### config.mk
export PLATFORM = sky130hd
export DESIGN_NAME = restoring_divider_seq
export DESIGN_NICKNAME = d
export VERILOG_FILES = /design/src/rtl/restoring_divider_seq.sv
export SDC_FILE = /design/constraint.sdc
export NUM_CORES = 1
export LEC_CHECK = 0
export ABC_AREA = 1
export BUFFER_PORTS_ARGS = -buffer_cell sky130_fd_sc_hd__buf_2
export CORE_UTILIZATION = 55
export DETAILED_ROUTE_END_ITERATION = 10
export GPL_ROUTABILITY_DRIVEN = 0
export GPL_TIMING_DRIVEN = 0
export PLACE_DENSITY = 0.78
export SLEW_MARGIN = 5
export SYNTH_ARGS = -nofsm -noshare
export SYNTH_HDL_FRONTEND = slang
export SYNTH_SLANG_ARGS = --single-unit
### constraint.sdc
create_clock -name clk -period 5.65 [get_ports clk]
set_input_delay 1.13 -clock clk [delete_from_list [all_inputs] [get_ports clk]]
set_output_delay 1.13 -clock clk [all_outputs]
set_load 0.05 [all_outputs]
### src/rtl/restoring_divider_seq.sv
// restoring_divider_seq: one-bit-per-cycle restoring divider with valid/ready handshakes; define DIV_SIGNED_EN for signed_op support
module restoring_divider_seq #(
  parameter int WIDTH = 32
) (
  input  logic             clk,
  input  logic             reset,
  input  logic             src_valid,
  output logic             src_ready,
  input  logic [WIDTH-1:0] dividend,
  input  logic [WIDTH-1:0] divisor,
`ifdef DIV_SIGNED_EN
  input  logic             signed_op,
`endif
  output logic             dst_valid,
  input  logic             dst_ready,
  output logic [WIDTH-1:0] quotient,
  output logic [WIDTH-1:0] remainder,
  output logic             div_by_zero
);
  localparam int CW = $clog2(WIDTH + 1);
  typedef enum logic [1:0] {IDLE, CALC, DONE} state_t;
  state_t           state_q, state_d;
  logic [WIDTH-1:0] a_q, a_d, q_q, q_d, m_q, m_d, quo_q, quo_d, rem_q, rem_d;
  logic [CW-1:0]    cnt_q, cnt_d;
  logic             src_ready_q, src_ready_d, dst_valid_q, dst_valid_d, dbz_q, dbz_d;
  logic [WIDTH:0]   shifted, t;
  logic [WIDTH-1:0] a_step, q_step, op_a, op_b, q_fin, r_fin, r_zero;
`ifdef DIV_SIGNED_EN
  logic             negq_q, negq_d, negr_q, negr_d;
`endif
  always_comb begin
    shifted = {a_q, q_q[WIDTH-1]};
    t       = shifted - {1'b0, m_q};
    a_step  = t[WIDTH] ? shifted[WIDTH-1:0] : t[WIDTH-1:0];
    q_step  = {q_q[WIDTH-2:0], ~t[WIDTH]};
`ifdef DIV_SIGNED_EN
    // operate on magnitudes; the saved signs drive the fix-up at the result load
    op_a   = (signed_op && dividend[WIDTH-1]) ? -dividend : dividend;
    op_b   = (signed_op && divisor[WIDTH-1]) ? -divisor : divisor;
    q_fin  = negq_q ? -q_step : q_step;
    r_fin  = negr_q ? -a_step : a_step;
    r_zero = negr_q ? -q_q : q_q;
    negq_d = negq_q;
    negr_d = negr_q;
`else
    op_a   = dividend;
    op_b   = divisor;
    q_fin  = q_step;
    r_fin  = a_step;
    r_zero = q_q;
`endif
    state_d = state_q;
    a_d     = a_q;
    q_d     = q_q;
    m_d     = m_q;
    cnt_d   = cnt_q;
    quo_d   = quo_q;
    rem_d   = rem_q;
    dbz_d   = dbz_q;
    case (state_q)
      IDLE: if (src_valid && src_ready_q) begin
        a_d     = '0;
        q_d     = op_a;
        m_d     = op_b;
        cnt_d   = '0;
        state_d = CALC;
`ifdef DIV_SIGNED_EN
        negq_d  = signed_op && (dividend[WIDTH-1] ^ divisor[WIDTH-1]);
        negr_d  = signed_op && dividend[WIDTH-1];
`endif
      end
      CALC: if (m_q == '0) begin
        quo_d   = '1;
        rem_d   = r_zero;
        dbz_d   = 1'b1;
        state_d = DONE;
      end else begin
        a_d   = a_step;
        q_d   = q_step;
        cnt_d = cnt_q + 1'b1;
        if (cnt_q == CW'(WIDTH - 1)) begin
          quo_d   = q_fin;
          rem_d   = r_fin;
          dbz_d   = 1'b0;
          state_d = DONE;
        end
      end
      DONE: if (dst_ready) state_d = IDLE;
      default: state_d = IDLE;
    endcase
    src_ready_d = state_d == IDLE;
    dst_valid_d = state_d == DONE;
  end
  always_ff @(posedge clk or negedge reset) begin
    if (!reset) begin
      state_q     <= IDLE;
      a_q         <= '0;
      q_q         <= '0;
      m_q         <= '0;
      cnt_q       <= '0;
      quo_q       <= '0;
      rem_q       <= '0;
      dbz_q       <= 1'b0;
      src_ready_q <= 1'b0;
      dst_valid_q <= 1'b0;
`ifdef DIV_SIGNED_EN
      negq_q      <= 1'b0;
      negr_q      <= 1'b0;
`endif
    end else begin
      state_q     <= state_d;
      a_q         <= a_d;
      q_q         <= q_d;
      m_q         <= m_d;
      cnt_q       <= cnt_d;
      quo_q       <= quo_d;
      rem_q       <= rem_d;
      dbz_q       <= dbz_d;
      src_ready_q <= src_ready_d;
      dst_valid_q <= dst_valid_d;
`ifdef DIV_SIGNED_EN
      negq_q      <= negq_d;
      negr_q      <= negr_d;
`endif
    end
  end
  assign src_ready   = src_ready_q;
  assign dst_valid   = dst_valid_q;
  assign quotient    = quo_q;
  assign remainder   = rem_q;
  assign div_by_zero = dbz_q;
endmodule
Word-level counts from Yosys, hierarchy flattened
Index checks and enable logic that the tools add are counted.
{"block": "totals", "reg_bits": 171, "latch_bits": 0, "ramBits": 0, "romBits": 0, "in_bits": 68, "output_inout_bits": 67, "word_cells": 49, "mem_count": 0}
{"block": "op_classes", "n_addsub": 2, "mul": 0, "div_mod_pow": 0, "n_lt_le_gt_ge": 0, "n_eq_ne": 6, "shift": 0, "n_mux": 21, "bitwise_logic": 1, "n_reduce_logical": 9}
{"op": "$mux W32", "n": 9}
{"op": "$pmux W32 S2", "n": 2}
{"op": "$sub A33 B32 Y33", "n": 1}
{"op": "$logic_not A32 Y1", "n": 1}
{"op": "$mux W6", "n": 2}
{"op": "$pmux W6 S2", "n": 1}
{"op": "$mux W2", "n": 4}
{"op": "$add A6 B1 Y6 const B", "n": 1}
{"op": "$eq A6 B5 Y1 const B", "n": 1}
{"op": "$pmux W2 S3", "n": 1}
{"op": "$eq A2 B2 Y1 const B", "n": 2}
{"op": "$logic_not A2 Y1", "n": 2}
{"op": "$ne A2 B2 Y1 const B", "n": 2}
{"op": "$reduce_and A2 Y1", "n": 2}
{"op": "$reduce_bool A2 Y1", "n": 2}
{"op": "$reduce_and A3 Y1", "n": 1}
{"op": "$eq A2 B1 Y1 const B", "n": 1}
{"op": "$mux W1", "n": 2}
{"op": "$logic_and A1 B1 Y1", "n": 1}
{"op": "$not A1 Y1", "n": 1}

Depth between registers and ports, before layout
Gate-level depths: netlist of the first run.
{"block": "depth", "ltp_word": 5, "ltp_mapped": 19, "depth_no_buf": 18}

Worst setup path before layout of the first run
OpenSTA, ideal clock, no wires.
{"block": "synth_timing", "kind": "register to register", "from": "register m_q[0]", "to": "register rem_q[10], in the netlist remainder[10]", "setup_ps": 118, "arrival_ps": 2080, "required_time_ps": 5532, "slack_ps": 3451, "path_stages_with_launch": 16, "path_buffers": 1, "synth_period_minus_slack_ps": 2199, "cell_sequence": "dfrtp_1 -> ha_1 -> fa_1 -> inv_1 -> nand2_1 -> nand2_1 -> nand3_1 -> nand2_1 -> nand2_1 -> nand2_2 -> nand2_2 -> nand3_2 -> buf_2 -> nand3b_1 -> nand3_1 -> nand2_1"}
{"block": "synth_between", "elab_chain_len": 4, "elab_cells_between_ends": 7, "classes_between": "1 x add/sub; 3 x mux; 3 x reduce/logical"}
{"item": "start, declared", "line": "23", "source": "logic [WIDTH-1:0] a_q, a_d, q_q, q_d, m_q, m_d, quo_q, quo_d, rem_q, rem_d;"}
{"item": "start signal, assigned", "line": "114", "source": "m_q <= m_d;"}
{"item": "$sub A33 B32 Y33", "line": "33", "source": "t = shifted - {1'b0, m_q};"}
{"item": "$mux W32", "line": "34", "source": "a_step = t[WIDTH] ? shifted[WIDTH-1:0] : t[WIDTH-1:0];"}
{"item": "$mux W32", "line": "81", "source": "if (cnt_q == CW'(WIDTH - 1)) begin"}
{"item": "$mux W32", "line": "72", "source": "CALC: if (m_q == '0) begin"}
{"item": "end signal, assigned", "line": "117", "source": "rem_q <= rem_d;"}
{"item": "end, declared", "line": "23"}
Several ways; a longest one is shown, not always the timed one. The select of a mux whose other input is x is not followed.
A chain may end at the register's enable or synchronous reset.

Final worst setup path of the first run
{"block": "layout_timing", "from": "register m_q[0]", "to": "register a_q[18]"}
{"block": "layout_between", "elab_chain_len": 4, "elab_cells_between_ends": 7, "classes_between": "1 x add/sub; 1 x eq/ne; 3 x mux; 2 x reduce/logical"}
{"item": "$sub A33 B32 Y33", "line": "33"}
{"item": "$mux W32", "line": "34"}
{"item": "$mux W32", "line": "72"}
{"item": "$pmux W32 S2", "line": "60", "source": "case (state_q)"}
{"item": "end signal, assigned", "line": "97", "source": "a_q <= '0;"}
{"item": "end signal, assigned", "line": "112", "source": "a_q <= a_d;"}
{"item": "end, declared", "line": "23"}
Several ways; a longest one is shown, not always the timed one. The select of a mux whose other input is x is not followed.

==> impl_metrics.py, run 1 <==
metrics = {
    "status": {
        "run_status": "finished, final reports clean",
    },
    "timing": {
        "fin_skew_ns": 0.00807,
        "min_period_over_period": 0.493,
        "report.final.setup_viol": 0,
        "rsz0062_at_grt": "no",
        "tns_ns": 0,
        "final-hold-violation-count": 0,
        "period_needed_ns": 2.78,
        "hold_slack_ns": 0.505,
        "slew_headroom": 0.548,
        "tightestPinTransition_ns": 0.672,
        "fmax_mhz": 359,
        "slew_violations": 0,
    },
    "min_path": {
        "hold_end": "cnt_q[0]",
        "hp-start": "cnt_q[0]",
        "hold_class": "flip-flop to flip-flop",
        "hold_path_depth": 1,
    },
    "route": {
        "drt_iter0_drc": 759,
        "dr.pass1.iters": 6,
        "drc": 0,
        "via_per_inst": 5.32,
        "ant_nets": 0,
        "wl_per_cell_um": 15.0,
        "drt_wl_total_mm": 27.9,
        "vias": 9914,
    },
    "critical_path": {
        "max_stage_delay_ns": 0.63,
        "cp_slowest_cell": "nor4_1",
        "ff2ff_setup_slack_ns": 2.87,
        "path_class": "flip-flop to flip-flop",
        "worstSetupStartpointType": "flip-flop",
        "ff2ff_path_depth": 8,
        "path_cells": "nor4_1 -> nand3_1 -> nor2_2 -> nor2_2 -> nor2_2 -> clkbuf_1 -> nand2_1 -> nand2_1",
        "cp.required_ns": 6.02,
        "regToRegEndpoint": "a_q[18]",
        "critPathCaptureType": "flip-flop",
        "crit_fanout": 10,
        "arrival_ns": 3.15,
        "reg2reg_from": "m_q[0]",
        "crit_top_cell": "nor2_2",
    },
    "clocking": {
        "cts_tree": "yes",
        "postCtsHoldBufs": 0,
        "cts_sinks": 171,
        "cts_resized": 0,
        "clockBufferDepth": 2,
        "post_cts_buffers": 0,
        "numCtsBuffers": 17,
        "cts_root_buf": "clkbuf_16",
        "path_clk_slew_ns": 0.07,
        "clk_latency_ns": 0.43,
        "h-tree-depth": 4,
    },
    "synth": {
        "syn_inst": 1468,
        "netlist_area_um2": 10200,
        "synth_seq_cells": 171,
        "synth_xor_area_frac": 0.0138,
        "synth_compound_area_frac": 0.100,
        "synth_fa_ha_area_frac": 0.0426,
        "syn_nets": 1570,
        "synth_warnings": 0,
        "synth_mux_area_frac": 0,
        "syn-mean-instance-area_um2": 6.93,
        "ys_seq_area_frac": 0.421,
        "synth_top_family_by_area": "simple AND/OR/NAND/NOR gates",
        "synth-simple-area-share": 0.307,
        "synth_cell_types": 34,
    },
    "global_route": {
        "overflow": 0,
        "grt_pass1_wl_mm": 44.6,
        "antenna_found_initial": 0,
        "grt_pass1_vias": 9034,
        "grt_usage": 0.306,
        "grt_max_degree": 119,
    },
    "die": {
        "num_rows": 49,
        "start_util": 0.564,
        "die_y_um": 138,
        "top_level_ports": 135,
        "die_w_um": 138,
        "dieArea_um2": 19000,
        "coreArea_um2": 18000,
    },
    "cells_and_area": {
        "fillers": 1557,
        "syn_to_final_growth_pct": 15.7,
        "antenna_cells": 0,
        "drive_gt1_frac": 0.122,
        "nets": 1724,
        "post-route-util": 0.652,
    },
    "placement": {
        "io_buffers": 134,
        "hpwlAfterDp_mm": 21.4,
    },
    "run": {
        "cap_violations": 0,
    },
}
-- flip-flops by register name (all words and copies together) (netlist names) --
name,count
m_q,32
cnt_q,6
dst_valid,1
quotient,32
q_q,32
state_q,2
div_by_zero,1
a_q,32
remainder,32
src_ready,1
-- cells in the final DEF, fill, tap and decap left out, types with 23 or more instances in the layout --
cell type,n
nand2_1,516
inv_1,251
dfrtp_1,171
buf_2,149
o21ai_0,111
nand3_1,91
nor2_1,88
a21oi_1,56
ha_1,33
clkbuf_1,25
nand3b_1,23
-- per-layer routing --
| layer | wire length (um) | GRT usage | share of wire | up-vias |
|---|---|---|---|---|
| li1 | - | - | - | 4867 |
| met1 | 12100 | 0.411 | 0.43 | 4581 |
| met2 | 13000 | 0.492 | 0.46 | 400 |
| met3 | 1870 | 0.0461 | 0.067 | 66 |
| met4 | 994 | 0.132 | 0.036 | 0 |
| met5 | 0 | 0 | 0 | - |
-- worst max path at each step --
stage          startpoint  cells after the start       endpoint  slack, ns
6_report           m_q[0]                      8        a_q[18]       2.87
5_1_grt           q_q[31]                     18  remainder[16]       2.78
4_1_cts            m_q[0]                     17  remainder[18]       2.99
3_5_place_dp    src_valid                      6        q_q[14]       2.94
3_3_place_gp        reset                      1        m_q[26]       0.82
2_1_floorplan      m_q[0]                     15  remainder[10]       3.45
-- worst max-delay path: cells and delay by family (launching register included) --
family	cells	cell delay, ns
simple gates	7	1.88
buf+inv	1	0.43
flops	1	0.41
-- cell families (layout without fill, tap and decap cells) --
| logic type | after synthesis | in the layout |
|---|---|---|
| DFF | 171 | 171 |
| and+or+nand+nor | 753 | 753 |
| adders and majority gates | 34 | 34 |
| xor gates and xnor gates | 16 | 16 |
| buffers and inverters | 302 | 468 |
| AOI/OAI and AO/OA | 192 | 192 |
-- cell type report --
type,instances,area [um^2],area share
Multi-Input combinational cell,995,4720,0.401
Sequential cell,171,4280,0.364
Inverter,254,953,0.0811
Timing Repair Buffer,135,708,0.0602
Clock buffer,18,439,0.0373
Tap cell,229,287,0.0244
Buffer,48,219,0.0186
Clock inverter,13,158,0.0134
-- synth_stat cells, drive strengths merged --
cell,instances,share of area
nor4,3,0.0018
o211ai,1,0.00074
nor2,92,0.035
nand2,521,0.19
a21o,1,0.00074
nand4,14,0.0086
nor3,4,0.0020
inv,254,0.094
o21ai,112,0.055
ha,33,0.041
xnor2,13,0.011
a22o,1,0.00086
o22ai,1,0.00062
o21bai,1,0.00074
buf,23,0.012
fa,1,0.0020
o31ai,2,0.0015
dfrtp,171,0.42
nand3,92,0.046
and2,4,0.0025
a21oi,56,0.028
xor2,3,0.0026
clkbuf,25,0.0092
nand3b,23,0.017
a22oi,17,0.013
-- metrics by stage --
step,std cells,instance area [um^2],worst slack (ns)
6_report,1863,11800,2.87
5_1_grt,1863,11800,2.78
4_1_cts,1863,11800,2.99
3_5_place_dp,1832,11200,2.94
3_3_place_gp,1831,11100,0.818
2_1_floorplan,1468,10200,3.45
Power of run 1 is not shown: default switching activity piles up to over one toggle a cycle in this logic, so the estimate is an artifact.
==> run 2: changes to the inputs <==
--- a/config.mk
+++ b/config.mk
@@ -7,7 +7,7 @@
 export LEC_CHECK = 0
 export ABC_AREA = 1
 export BUFFER_PORTS_ARGS = -buffer_cell sky130_fd_sc_hd__buf_2
-export CORE_UTILIZATION = 55
+export CORE_UTILIZATION = 53
 export DETAILED_ROUTE_END_ITERATION = 10
 export GPL_ROUTABILITY_DRIVEN = 0
 export GPL_TIMING_DRIVEN = 0
==> constraint.sdc (replaced) <==
create_clock -name clk -period 2.4 [get_ports clk]
set_input_delay 0.48 -clock clk [delete_from_list [all_inputs] [get_ports clk]]
set_output_delay 0.48 -clock clk [all_outputs]
set_load 0.05 [all_outputs]
==> run 2 against run 1 <==
Effect of this change:
- the flow now finishes with violations (negative setup slack)
- design area grew 9.2%
- cell count grew 1.3%
- non-clock buffer count grew 16
==> impl_metrics.py, run 2 (synthesis gave the netlist of run 1 again) <==
metrics = {
    "cells_and_area": {
        "postLayoutCellArea_um2": 12800,
        "final_cell_mix": "nand2_1 (469), inv_1 (250), dfrtp_1 (170)",
        "multiInputGateArea_um2": 5490,
        "drive_gt1_frac": 0.207,
        "final_common_cell": "nand2_1",
        "fillers": 1460,
        "final_cells": 1888,
        "final-seq-area_um2": 4280,
        "antenna_cells": 0,
        "syn_to_final_growth_pct": 26.3,
        "nets": 1743,
    },
    "critical_path": {
        "arrival_ns": 2.98,
        "path_class": "flip-flop to flip-flop",
        "critPathCaptureType": "flip-flop",
        "cp_slowest_cell": "fa_2",
        "max_stage_delay_ns": 0.42,
        "cp_num_buf_inv": 2,
        "crit_fanout": 5,
        "crit_top_cell": "nand2_2",
        "cpLargestDelayFamily": "simple AND/OR/NAND/NOR gates",
        "cp.required_ns": 2.73,
        "worstSetupStartpointType": "flip-flop",
        "path_cells": "ha_2 -> fa_2 -> inv_2 -> nand2_2 -> nand2_2 -> nand3_2 -> nand2_2 -> nand2_2 -> nand2_4 -> nand2_4 -> nand2_4 -> nand2_8 -> nand2_8 -> buf_6 -> nand2_2 -> nand3_1 -> nand2_1",
    },
    "route": {
        "wl_per_cell_um": 17.0,
        "drc": 0,
        "vias": 10574,
        "via_per_inst": 5.60,
        "ant_nets": 0,
        "dr.pass1.iters": 6,
        "drt_wl_total_mm": 32.0,
        "drt_iter0_drc": 989,
    },
    "timing": {
        "report.final.setup_viol": 66,
        "slew_headroom": 0.465,
        "slew_violations": 0,
        "fmax_mhz": 376,
        "tns_ns": -11.38,
        "tightestPinTransition_ns": 0.803,
        "rsz0062_at_grt": "yes",
        "final-hold-violation-count": 0,
        "period_needed_ns": 2.66,
        "min_period_over_period": 1.11,
        "timing.final.ws_setup_ns": -0.259,
        "fin_skew_ns": 0.00877,
    },
    "placement": {
        "hpwlAfterDp_mm": 21.6,
        "io_buffers": 134,
        "post_dp_cell_area_um2": 11200,
        "dp_cells": 1837,
        "pre_cts_ws_ns": -0.262,
    },
    "status": {
        "violations": "negative setup slack",
        "run_status": "finished with violations",
    },
    "global_route": {
        "antenna_found_initial": 0,
        "grt_usage": 0.295,
        "overflow": 0,
        "grt_pass1_vias": 9377,
        "grt_pass1_wl_mm": 45.6,
        "grt_max_degree": 90,
    },
    "die": {
        "dieArea_um2": 19700,
        "die_w_um": 141,
        "coreArea_um2": 18800,
        "start_util": 0.542,
        "num_rows": 50,
        "top_level_ports": 135,
        "die_y_um": 141,
    },
    "clocking": {
        "cts_sinks": 171,
        "numCtsBuffers": 17,
        "clockBufferDepth": 2,
        "cts_tree": "yes",
        "h-tree-depth": 4,
        "postCtsHoldBufs": 0,
        "path_clk_slew_ns": 0.07,
        "cts_root_buf": "clkbuf_16",
        "clk_latency_ns": 0.44,
    },
    "min_path": {
        "hold_class": "input pin to asynchronous set/reset pin",
    },
    "run": {
        "cap_violations": 0,
    },
}
run 2: cell types whose count changed in the layout (fill, tap and decap cells not counted), moves of 8 or more:
cell	delta
nand2_4	+30
nand2_1	-47
ha_1	-16
clkbuf_2	+8
ha_4	+12
nand3_2	+39
nand2_2	+17
clkbuf_1	-9
nand3_1	-42
run 2: worst paths after layout:
check	endpoint	startpoint	cells after the start	slack (ns)
min in group clk	m_q[19]	divisor[19]	3	0.24
max in group asynchronous	quotient[27]	reset	2	1.52
worst max register to register	a_q[23]	m_q[0]	17	-0.26
worst min-delay path	m_q[11]	reset	1	0.01
worst min register to register	dst_valid	state_q[0]	1	0.50
worst max-delay path	a_q[23]	m_q[0]	17	-0.26
run 2: worst register-to-register path, stage by stage, from the launching register on:
cell	delay, ns
dfrtp_1	0.41
ha_2	0.23
fa_2	0.42
inv_2	0.08
nand2_2	0.05
nand2_2	0.08
nand3_2	0.06
nand2_2	0.15
nand2_2	0.09
nand2_4	0.09
nand2_4	0.08
nand2_4	0.12
nand2_8	0.10
nand2_8	0.15
buf_6	0.15
nand2_2	0.09
nand3_1	0.11
nand2_1	0.08
run 2: what timing repair did:
item | CTS | global route
pin swaps | 1 | 45
gates resized for setup | 22 | 180
gates cloned | 1 | 9
endpoints found under the setup margin | 66 | 131
setup buffers | 1 | 8
run 2: per-stage QoR:
stage	hold WS, ns	utilization
after floorplan	0.184	-
after detailed placement	0.479	0.595
final	0.0128	0.684
after global placement	0.470	0.593
after global routing	0.0682	0.684
after CTS	0.0626	0.633
run 2: cell type report:
cell class              count  area share
multi-input cells         998       0.428
inverters                 254      0.0742
repair buffers            151      0.0722
clock inverters            14      0.0122
flip-flops and latches    171       0.333
well taps                 234      0.0228
plain buffers              48      0.0236
clock buffers              18      0.0342
run 2: per-layer routing:
| metal | track usage | wire length, um | up-vias |
|---|---|---|---|
| met2 | 0.491 | 15000 | 613 |
| met3 | 0.0335 | 2590 | 157 |
| met4 | 0.136 | 1660 | 0 |
| met1 | 0.389 | 12800 | 4884 |
| li1 | - | - | 4920 |
| met5 | 0 | 0 | - |
Power of run 2 is left out for the same reason.
